## src/rtl/prog_loader.sv

```systemverilog
// prog_loader: byte-serial program image loader.
// Accepts a framed image (16-bit word count, little-endian words, XOR checksum)
// over a valid/ready byte stream. Each 4-byte group becomes one 32-bit word that
// is written to program memory from address 0 upward. The core is held in reset
// until a complete image has been received and its checksum verified.
module prog_loader #(
    parameter int ADDR_WIDTH   = 8,
    parameter bit CHECK_OPCODE = 1'b1
) (
    input  logic                  clk,
    input  logic                  rst,
    input  logic                  start,
    input  logic                  in_valid,
    input  logic [7:0]            in_data,
    output logic                  in_ready,
    output logic                  mem_we,
    output logic [ADDR_WIDTH-1:0] mem_addr,
    output logic [31:0]           mem_wdata,
    output logic                  core_hold,
    output logic                  busy,
    output logic                  done,
    output logic                  error,
    output logic [1:0]            err_code
);

    typedef enum logic [2:0] {
        S_IDLE, S_LEN0, S_LEN1, S_DATA, S_CHK, S_DONE, S_ERR
    } state_t;

    // Word index is one bit wider than the address so a full-memory image
    // (N == 2**ADDR_WIDTH) can be counted without wrapping.
    localparam int          IDX_W    = ADDR_WIDTH + 1;
    localparam logic [16:0] CAPACITY = 17'(1) << ADDR_WIDTH;

    localparam logic [1:0] ERR_LEN = 2'b01;
    localparam logic [1:0] ERR_OPC = 2'b10;
    localparam logic [1:0] ERR_CHK = 2'b11;

    state_t                state_q, state_d;
    logic [7:0]            len_lo_q, len_lo_d;
    logic [15:0]           len_q, len_d;
    logic [IDX_W-1:0]      idx_q, idx_d;
    logic [1:0]            lane_q, lane_d;
    logic [23:0]           asm_q, asm_d;
    logic [7:0]            xor_q, xor_d;
    logic                  in_ready_q, in_ready_d;
    logic                  mem_we_q, mem_we_d;
    logic [ADDR_WIDTH-1:0] mem_addr_q, mem_addr_d;
    logic [31:0]           mem_wdata_q, mem_wdata_d;
    logic                  core_hold_q, core_hold_d;
    logic                  busy_q, busy_d;
    logic                  done_q, done_d;
    logic                  error_q, error_d;
    logic [1:0]            err_code_q, err_code_d;

    logic                  accept;
    logic [15:0]           n_word;
    logic [31:0]           word;
    logic [16:0]           idx_next;

    // Opcode field values 0 and 25..31 are not assigned to any instruction.
    function automatic logic opcode_reserved(input logic [4:0] op);
        return (op == 5'd0) || (op >= 5'd25);
    endfunction

    assign accept   = in_valid && in_ready_q;
    assign n_word   = {in_data, len_lo_q};
    // Bytes arrive lane 0 first and shift down, so after three bytes asm_q
    // holds {lane2, lane1, lane0} and the fourth byte completes the top lane.
    assign word     = {in_data, asm_q};
    assign idx_next = 17'(idx_q) + 17'd1;

    // Next-state and next-output computation for the load FSM.
    always_comb begin
        state_d     = state_q;
        len_lo_d    = len_lo_q;
        len_d       = len_q;
        idx_d       = idx_q;
        lane_d      = lane_q;
        asm_d       = asm_q;
        xor_d       = xor_q;
        mem_we_d    = 1'b0;
        mem_addr_d  = mem_addr_q;
        mem_wdata_d = mem_wdata_q;
        core_hold_d = core_hold_q;
        done_d      = done_q;
        error_d     = error_q;
        err_code_d  = err_code_q;

        unique case (state_q)
            S_IDLE, S_DONE, S_ERR: begin
                if (start) begin
                    state_d     = S_LEN0;
                    done_d      = 1'b0;
                    error_d     = 1'b0;
                    err_code_d  = 2'b00;
                    core_hold_d = 1'b1;
                    idx_d       = '0;
                    lane_d      = 2'b00;
                    xor_d       = 8'h00;
                end
            end
            S_LEN0: begin
                if (accept) begin
                    len_lo_d = in_data;
                    xor_d    = xor_q ^ in_data;
                    state_d  = S_LEN1;
                end
            end
            S_LEN1: begin
                if (accept) begin
                    len_d = n_word;
                    xor_d = xor_q ^ in_data;
                    if ({1'b0, n_word} > CAPACITY) begin
                        state_d    = S_ERR;
                        error_d    = 1'b1;
                        err_code_d = ERR_LEN;
                    end else if (n_word == 16'd0) begin
                        state_d = S_CHK;
                    end else begin
                        state_d = S_DATA;
                    end
                end
            end
            S_DATA: begin
                if (accept) begin
                    xor_d = xor_q ^ in_data;
                    if (lane_q != 2'd3) begin
                        asm_d  = {in_data, asm_q[23:8]};
                        lane_d = lane_q + 2'd1;
                    end else begin
                        lane_d = 2'd0;
                        if (CHECK_OPCODE && opcode_reserved(word[4:0])) begin
                            state_d    = S_ERR;
                            error_d    = 1'b1;
                            err_code_d = ERR_OPC;
                        end else begin
                            mem_we_d    = 1'b1;
                            mem_addr_d  = idx_q[ADDR_WIDTH-1:0];
                            mem_wdata_d = word;
                            idx_d       = idx_next[IDX_W-1:0];
                            if (idx_next == {1'b0, len_q}) begin
                                state_d = S_CHK;
                            end
                        end
                    end
                end
            end
            S_CHK: begin
                if (accept) begin
                    if (in_data == xor_q) begin
                        state_d     = S_DONE;
                        done_d      = 1'b1;
                        core_hold_d = 1'b0;
                    end else begin
                        state_d    = S_ERR;
                        error_d    = 1'b1;
                        err_code_d = ERR_CHK;
                    end
                end
            end
            default: state_d = S_IDLE;
        endcase

        busy_d     = (state_d == S_LEN0) || (state_d == S_LEN1) ||
                     (state_d == S_DATA) || (state_d == S_CHK);
        in_ready_d = busy_d;
    end

    // State and registered outputs, all returned to idle values by rst.
    always_ff @(posedge clk or posedge rst) begin
        if (rst) begin
            state_q     <= S_IDLE;
            len_lo_q    <= 8'h00;
            len_q       <= 16'h0000;
            idx_q       <= '0;
            lane_q      <= 2'b00;
            asm_q       <= 24'h000000;
            xor_q       <= 8'h00;
            in_ready_q  <= 1'b0;
            mem_we_q    <= 1'b0;
            mem_addr_q  <= '0;
            mem_wdata_q <= 32'h0000_0000;
            core_hold_q <= 1'b1;
            busy_q      <= 1'b0;
            done_q      <= 1'b0;
            error_q     <= 1'b0;
            err_code_q  <= 2'b00;
        end else begin
            state_q     <= state_d;
            len_lo_q    <= len_lo_d;
            len_q       <= len_d;
            idx_q       <= idx_d;
            lane_q      <= lane_d;
            asm_q       <= asm_d;
            xor_q       <= xor_d;
            in_ready_q  <= in_ready_d;
            mem_we_q    <= mem_we_d;
            mem_addr_q  <= mem_addr_d;
            mem_wdata_q <= mem_wdata_d;
            core_hold_q <= core_hold_d;
            busy_q      <= busy_d;
            done_q      <= done_d;
            error_q     <= error_d;
            err_code_q  <= err_code_d;
        end
    end

    assign in_ready  = in_ready_q;
    assign mem_we    = mem_we_q;
    assign mem_addr  = mem_addr_q;
    assign mem_wdata = mem_wdata_q;
    assign core_hold = core_hold_q;
    assign busy      = busy_q;
    assign done      = done_q;
    assign error     = error_q;
    assign err_code  = err_code_q;

endmodule

```

## config.mk

```make
export PLATFORM = sky130hd
export DESIGN_NAME = prog_loader
export DESIGN_NICKNAME = d
export VERILOG_FILES = /design/src/rtl/prog_loader.sv
export SDC_FILE = /design/constraint.sdc
export NUM_CORES = 1
export LEC_CHECK = 0
export ABC_AREA = 0
export ABC_CLOCK_PERIOD_IN_PS = 4900
export CAP_MARGIN = 30
export CORE_AREA = 2 2 108 110
export DETAILED_ROUTE_END_ITERATION = 16
export DIE_AREA = 0 0 110 112
export MAX_ROUTING_LAYER = met4
export PLACE_DENSITY = 0.81
export SYNTH_ARGS = -nofsm -noshare
export SYNTH_HDL_FRONTEND = slang
export SYNTH_SLANG_ARGS = --single-unit
```

## constraint.sdc

```tcl
create_clock -name clk -period 4.9 [get_ports clk]
set_input_delay 0.49 -clock clk [delete_from_list [all_inputs] [get_ports clk]]
set_output_delay 0.49 -clock clk [all_outputs]
set_load 0.01 [all_outputs]
```

## Yosys cells after proc, flatten, opt, wreduce, memory -nomap -nowiden

Cells that the tools add are included.
Widths: inputs -> output; s select.

- Flip-flop bits (word level): 117
- Input port bits: 12
- Output and inout bits: 48
- Word-level logic and storage cells: 121

- $add $sub $neg: 2
- Magnitude comparators: 2
- Eq/ne operators: 24
- Multiplexer cells: 52
- Bitwise operators: 3
- Reduce and logical (&&, ||, !) cells: 23

Operator list:

| cell | number |
|---|---|
| $mux 9 | 4 |
| $mux 3 | 10 |
| $mux 2 | 11 |
| $ne 2x2->1 const B | 11 |
| $pmux 9 s2 | 1 |
| $mux 1 | 17 |
| $eq 10x16->1 | 1 |
| $gt 16x9->1 const B | 1 |
| $logic_not 16->1 | 1 |
| $mux 8 | 2 |
| $pmux 8 s2 | 1 |
| $pmux 3 s5 | 1 |
| $eq 3x2->1 const B | 4 |
| $eq 3x3->1 const B | 4 |
| $add 9x1->10 const B | 1 |
| $reduce_and 3->1 | 3 |
| $reduce_and 9->1 | 1 |
| $eq 8x8->1 | 1 |
| $pmux 2 s4 | 1 |
| $reduce_and 4->1 | 2 |
| $xor 8x8->8 | 1 |
| $eq 3x1->1 const B | 2 |
| $reduce_bool 2->1 | 3 |
| $reduce_or 3->1 | 2 |
| 14 further kinds | 20 |

## Depth between registers and ports, before layout

- Depth in word-level cells: 11
- Gate-level depth with buffers: 8

## Least setup slack after synthesis

OpenSTA, ideal clock, no wires.

- Path type: register to register
- Start: register idx_q[0]
- End: register busy_q, in the netlist busy
- Arrival time: 2.035 ns
- Setup slack: 2.734 ns
- Cell stages (with the launch flop): 9
- Path buffers: 0
- Clock period less this slack: 2.166 ns
- Path through: dfrtp_1 -> ha_1 -> or3b_1 -> and3_1 -> o32ai_1 -> nand3_1 -> nor3b_1 -> o211ai_1 -> xor2_1

- Longest elaborated chain between the ends: 11
- Elaborated cells between the ends (all ways): 14
- Classes of those cells: add/sub: 1; eq/ne: 5; mux: 5; reduce/logical: 3

Ends and longest elaborated chain:

| item | RTL line | text |
|---|---|---|
| from (decl) | 42 | `logic [IDX_W-1:0] idx_q, idx_d;` |
| from (signal assigned) | 193 | `idx_q <= idx_d;` |
| $add 9x1->10 (*) | 71 | `assign idx_next = 17'(idx_q) + 17'd1;` |
| $eq 10x16->1 (*) | 142 | `if (idx_next == {1'b0, len_q}) begin` |
| $mux 3 (*) | 142 |  |
| $mux 3 (*) | 133 | `if (CHECK_OPCODE && opcode_reserved(word[4:0])) begin` |
| $mux 3 (*) | 128 | `if (lane_q != 2'd3) begin` |
| $mux 3 (*) | 126 | `if (accept) begin` |
| $pmux 3 s5 (*) | 90 | `unique case (state_q)` |
| $eq 3x1->1 / $eq 3x2->1 (equally long branches) | 165 | `busy_d = (state_d == S_LEN0) \|\| (state_d == S_LEN1) \|\|` |
| $logic_or 1x1->1 (2 in a row) | 165 |  |
| $logic_or 1x1->1 (*) | 166 | `(state_d == S_DATA) \|\| (state_d == S_CHK);` |
| named net busy_d | 51 | `logic busy_q, busy_d;` |
| to (signal assigned) | 202 | `busy_q <= busy_d;` |
| to (decl) | 51 |  |

The timed path passes the listed nets; every way through them passes the cells marked *.
A chain may end at the register's enable or synchronous reset.

## Worst setup path in the final report

- Start: register state_q[0]
- End: register mem_wdata_q[27], in the netlist mem_wdata[27]

- Longest elaborated chain between the ends: 2

Ends and longest elaborated chain:

| item | RTL line | text |
|---|---|---|
| from (decl) | 39 | `state_t state_q, state_d;` |
| from (signal assigned) | 190 | `state_q <= state_d;` |
| $eq 3x2->1 | 90 |  |
| $reduce_and 4->1 (no line) | - |  |
| to (signal assigned) | 200 | `mem_wdata_q <= mem_wdata_d;` |
| to (decl) | 49 | `logic [31:0] mem_wdata_q, mem_wdata_d;` |

No other way between the ends.

==> summary.txt <==
Global route
  – Initial antenna violation count: 0
  – Vias in the first global route: 3925
  – First-pass GRT wire length: 20200 microns
  – Grt total ovfl: 0
  – Largest net degree at the start of global routing: 83
  – GRT Total Usage: 0.221

Cells and area
  – Area grow syn2layout: 23.1%
  – Layout Nets: 522
  – Proportion of layout cells with a drive suffix above 1: 0.266
  – Layout Utilization: 0.597
  – Antenna cells: 0

Yosys
  – Synth Area in Simple Gates: 0.126
  – Most common library cells after synthesis: dfrtp_1, mux2_2, o21ai_0, nand2_1, nand2b_1
  – Distinct cells, synth: 58
  – Top cell type's share of synthesized area: 0.536
  – Post-synth ARST share: 1.00
  – Number of enable flip-flop cells after synthesis: 0
  – Mapped cell area: 0.00542 sq mm
  – Post-Syn Instances: 449
  – Synthesized flop and latch total: 117
  – Compound-Gate Fraction of Synth Area: 0.0885
  – Syn Nets: 463
  – Seq/Total Area, Yosys: 0.541
  – Largest family of logic cells by synthesized area: multiplexers
  – Mux contribution to synthesized area: 0.191
  – Top cells by area, synth: dfrtp_1, mux2_2, o21ai_0
  – Synth area leader: dfrtp_1
  – Yosys warns: 0
  – Most common cell in the netlist: dfrtp_1
  – Ys flop type: dfrtp_1
  – Adder-cell share of the synthesized area: 0.00462
  – Post-synthesis xor/xnor area fraction: 0.0243
  – Mean post-synth cell area: 12.1 sq um

Floorplanning
  – Placeable Area: 0.0112 sq mm
  – Initial Util: 0.485
  – Row count: 39
  – Die height: 112 microns
  – Die width: 110 microns
  – Num ports: 60
  – Die Area: 0.0123 sq mm

Setup path
  – WP depth: 5
  – Cell Chain, Critical Path: nand2_1 > or2_2 > nor2_4 > buf_4 > mux2_2
  – Worst path bufs/invs: 1
  – Kind of critical path: flop to flop
  – Setup crit start kind: flop
  – CP Capture Type: flop
  – Worst r2r path cells: 5
  – Largest delay share family, worst path: simple AND/OR/NAND/NOR gates
  – R2r startpoint: state_q[0]
  – FF-to-FF End: mem_wdata[27]
  – Worst path required time: 5190 ps
  – CP max-delay cell: dfrtp_1
  – Max FO, Critical Path: 32
  – CP max stage delay: 760 ps
  – R2r setup slk: 1890 ps
  – Arrival @ worst endpoint: 3310 ps

Clock tree
  – Setup repair bufs after CTS: 0
  – Clk pin slew, worst setup/hold paths: 50 ps
  – CTS tree: yes
  – Num CTS Buffers: 17
  – Post-CTS resize count: 0
  – Hold Buf Count CTS: 0
  – Clk_lat worst skew: 410 ps
  – Clk sinks: 117
  – Maximum clock path buffer count: 2
  – Clock root buffer: clkbuf_16
  – CTS HTree Levels: 4

STA
  – Hold Fails Final Rpt: 0
  – Hold WS: 432 ps
  – Min Clock Period, post-route: 3010 ps
  – Setup violators final: 0
  – Slew Limit Fails: 0
  – Maximum clock frequency: 0.332 GHz
  – Fin Setup TNS: 0 ps
  – Least-Margin Pin Slew: 936 ps
  – Relative slew slack: 0.374
  – Clock Skew: 5.92 ps
  – RSZ-0062 raised after global routing: no
  – Final setup margin: 1890 ps
  – Crit share post-route: 0.615

Drt
  – 1st-iter DRT viols: 313
  – Routed WL: 12100 microns
  – Final ANT Viol Nets: 0
  – Drc violations: 0
  – DRT Pass-1 Iters: 5
  – Via count: 3787
  – Drt via density: 5.72
  – Avg WL per Cell: 18.2 microns

Placement
  – Buffers on Ports: 59
  – Dpl ws: 1890 ps
  – Post-DP HPWL: 7850 microns
  – Placer congestion estimate: 0.961

Pwr
  – Total power: 3460 uW
  – PD cells: 519 mW/mm^2
  – Leakage: 0.00292 uW
  – VDD IR max: 0.000292 V

Flow run
  – Max Cap Violations: 0

Outcome
  – Outcome: finished, final reports clean

Hold path
  – HP Class: primary input to async pin
-- sequential cells by signal (all words and copies together), names as in the netlist, 2 cells and up --
signal	flops
lane_q	2
state_q	3
xor_q	8
mem_wdata	32
len_q	16
mem_addr	8
len_lo_q	8
err_code	2
idx_q	9
asm_q	24
-- worst max path at each step --
stage	startpoint	endpoint	slack, ps
after floorplan	rst	asm_q[0]	1310
after global placement	in_valid	asm_q[6]	1870
after detailed placement	state_q[0]	mem_wdata[27]	1890
after CTS	state_q[0]	mem_wdata[27]	1880
after global routing	state_q[0]	mem_wdata[27]	1690
final	state_q[0]	mem_wdata[27]	1890
-- stage by stage --
step	std cells	instance area (sq um)
after floorplan	449	5420
after global placement	630	6110
after detailed placement	631	6120
after CTS	661	6640
after global routing	662	6670
final	662	6670
-- area by class of cell --
class,count,area [sq um]
Fill cell,853,4510
Sequential cell,117,2930
Multi-Input combinational cell,303,2370
Timing Repair Buffer,64,656
Clock buffer,21,460
Tap cell,143,179
Clock inverter,9,57.6
Inverter,5,21.3
-- report_power, final --
group / total (uW) / switching, uW / internal, uW
combinational: 904 / 451 / 453
clock: 1080 / 415 / 661
sequential: 1480 / 262 / 1220
-- metal layers --
layer / global-route usage / wire (microns) / vias to the layer above
li1: - / - / 1747
met1: 0.273 / 4990 / 1914
met4: 0.0743 / 167 / 0
met2: 0.355 / 6320 / 113
met3: 0.0527 / 585 / 13
met5: - / 0 / -
-- cell families (layout without fill, tap and decap cells) --
| logic type | count (synthesis) | count (layout) |
|---|---|---|
| AO/OA/AOI/OAI | 76 | 76 |
| XOR/XNOR | 15 | 15 |
| adder cells (fa/ha/maj) | 2 | 2 |
| buffers and inverters | 29 | 99 |
| flip-flops | 117 | 117 |
| multiplexers | 92 | 92 |
| AND/OR/NAND/NOR | 118 | 118 |
-- layout by cell type, fill, tap and decap left out, drive strengths merged, types with 5 or more instances in the layout --
| master | count |
|---|---|
| buf | 5 |
| a21oi | 15 |
| inv | 5 |
| mux2 | 91 |
| o21ai | 36 |
| nor3 | 10 |
| clkdlybuf4s50 | 59 |
| nand2b | 21 |
| xor2 | 7 |
| nor2 | 14 |
| clkinv | 7 |
| nor3b | 5 |
| nor4 | 9 |
| clkbuf | 21 |
| xnor2 | 8 |
| nand2 | 24 |
| or2 | 5 |
| dfrtp | 116 |
| nand4 | 8 |
| nand3 | 6 |
Power figures use the tool's default switching activity.
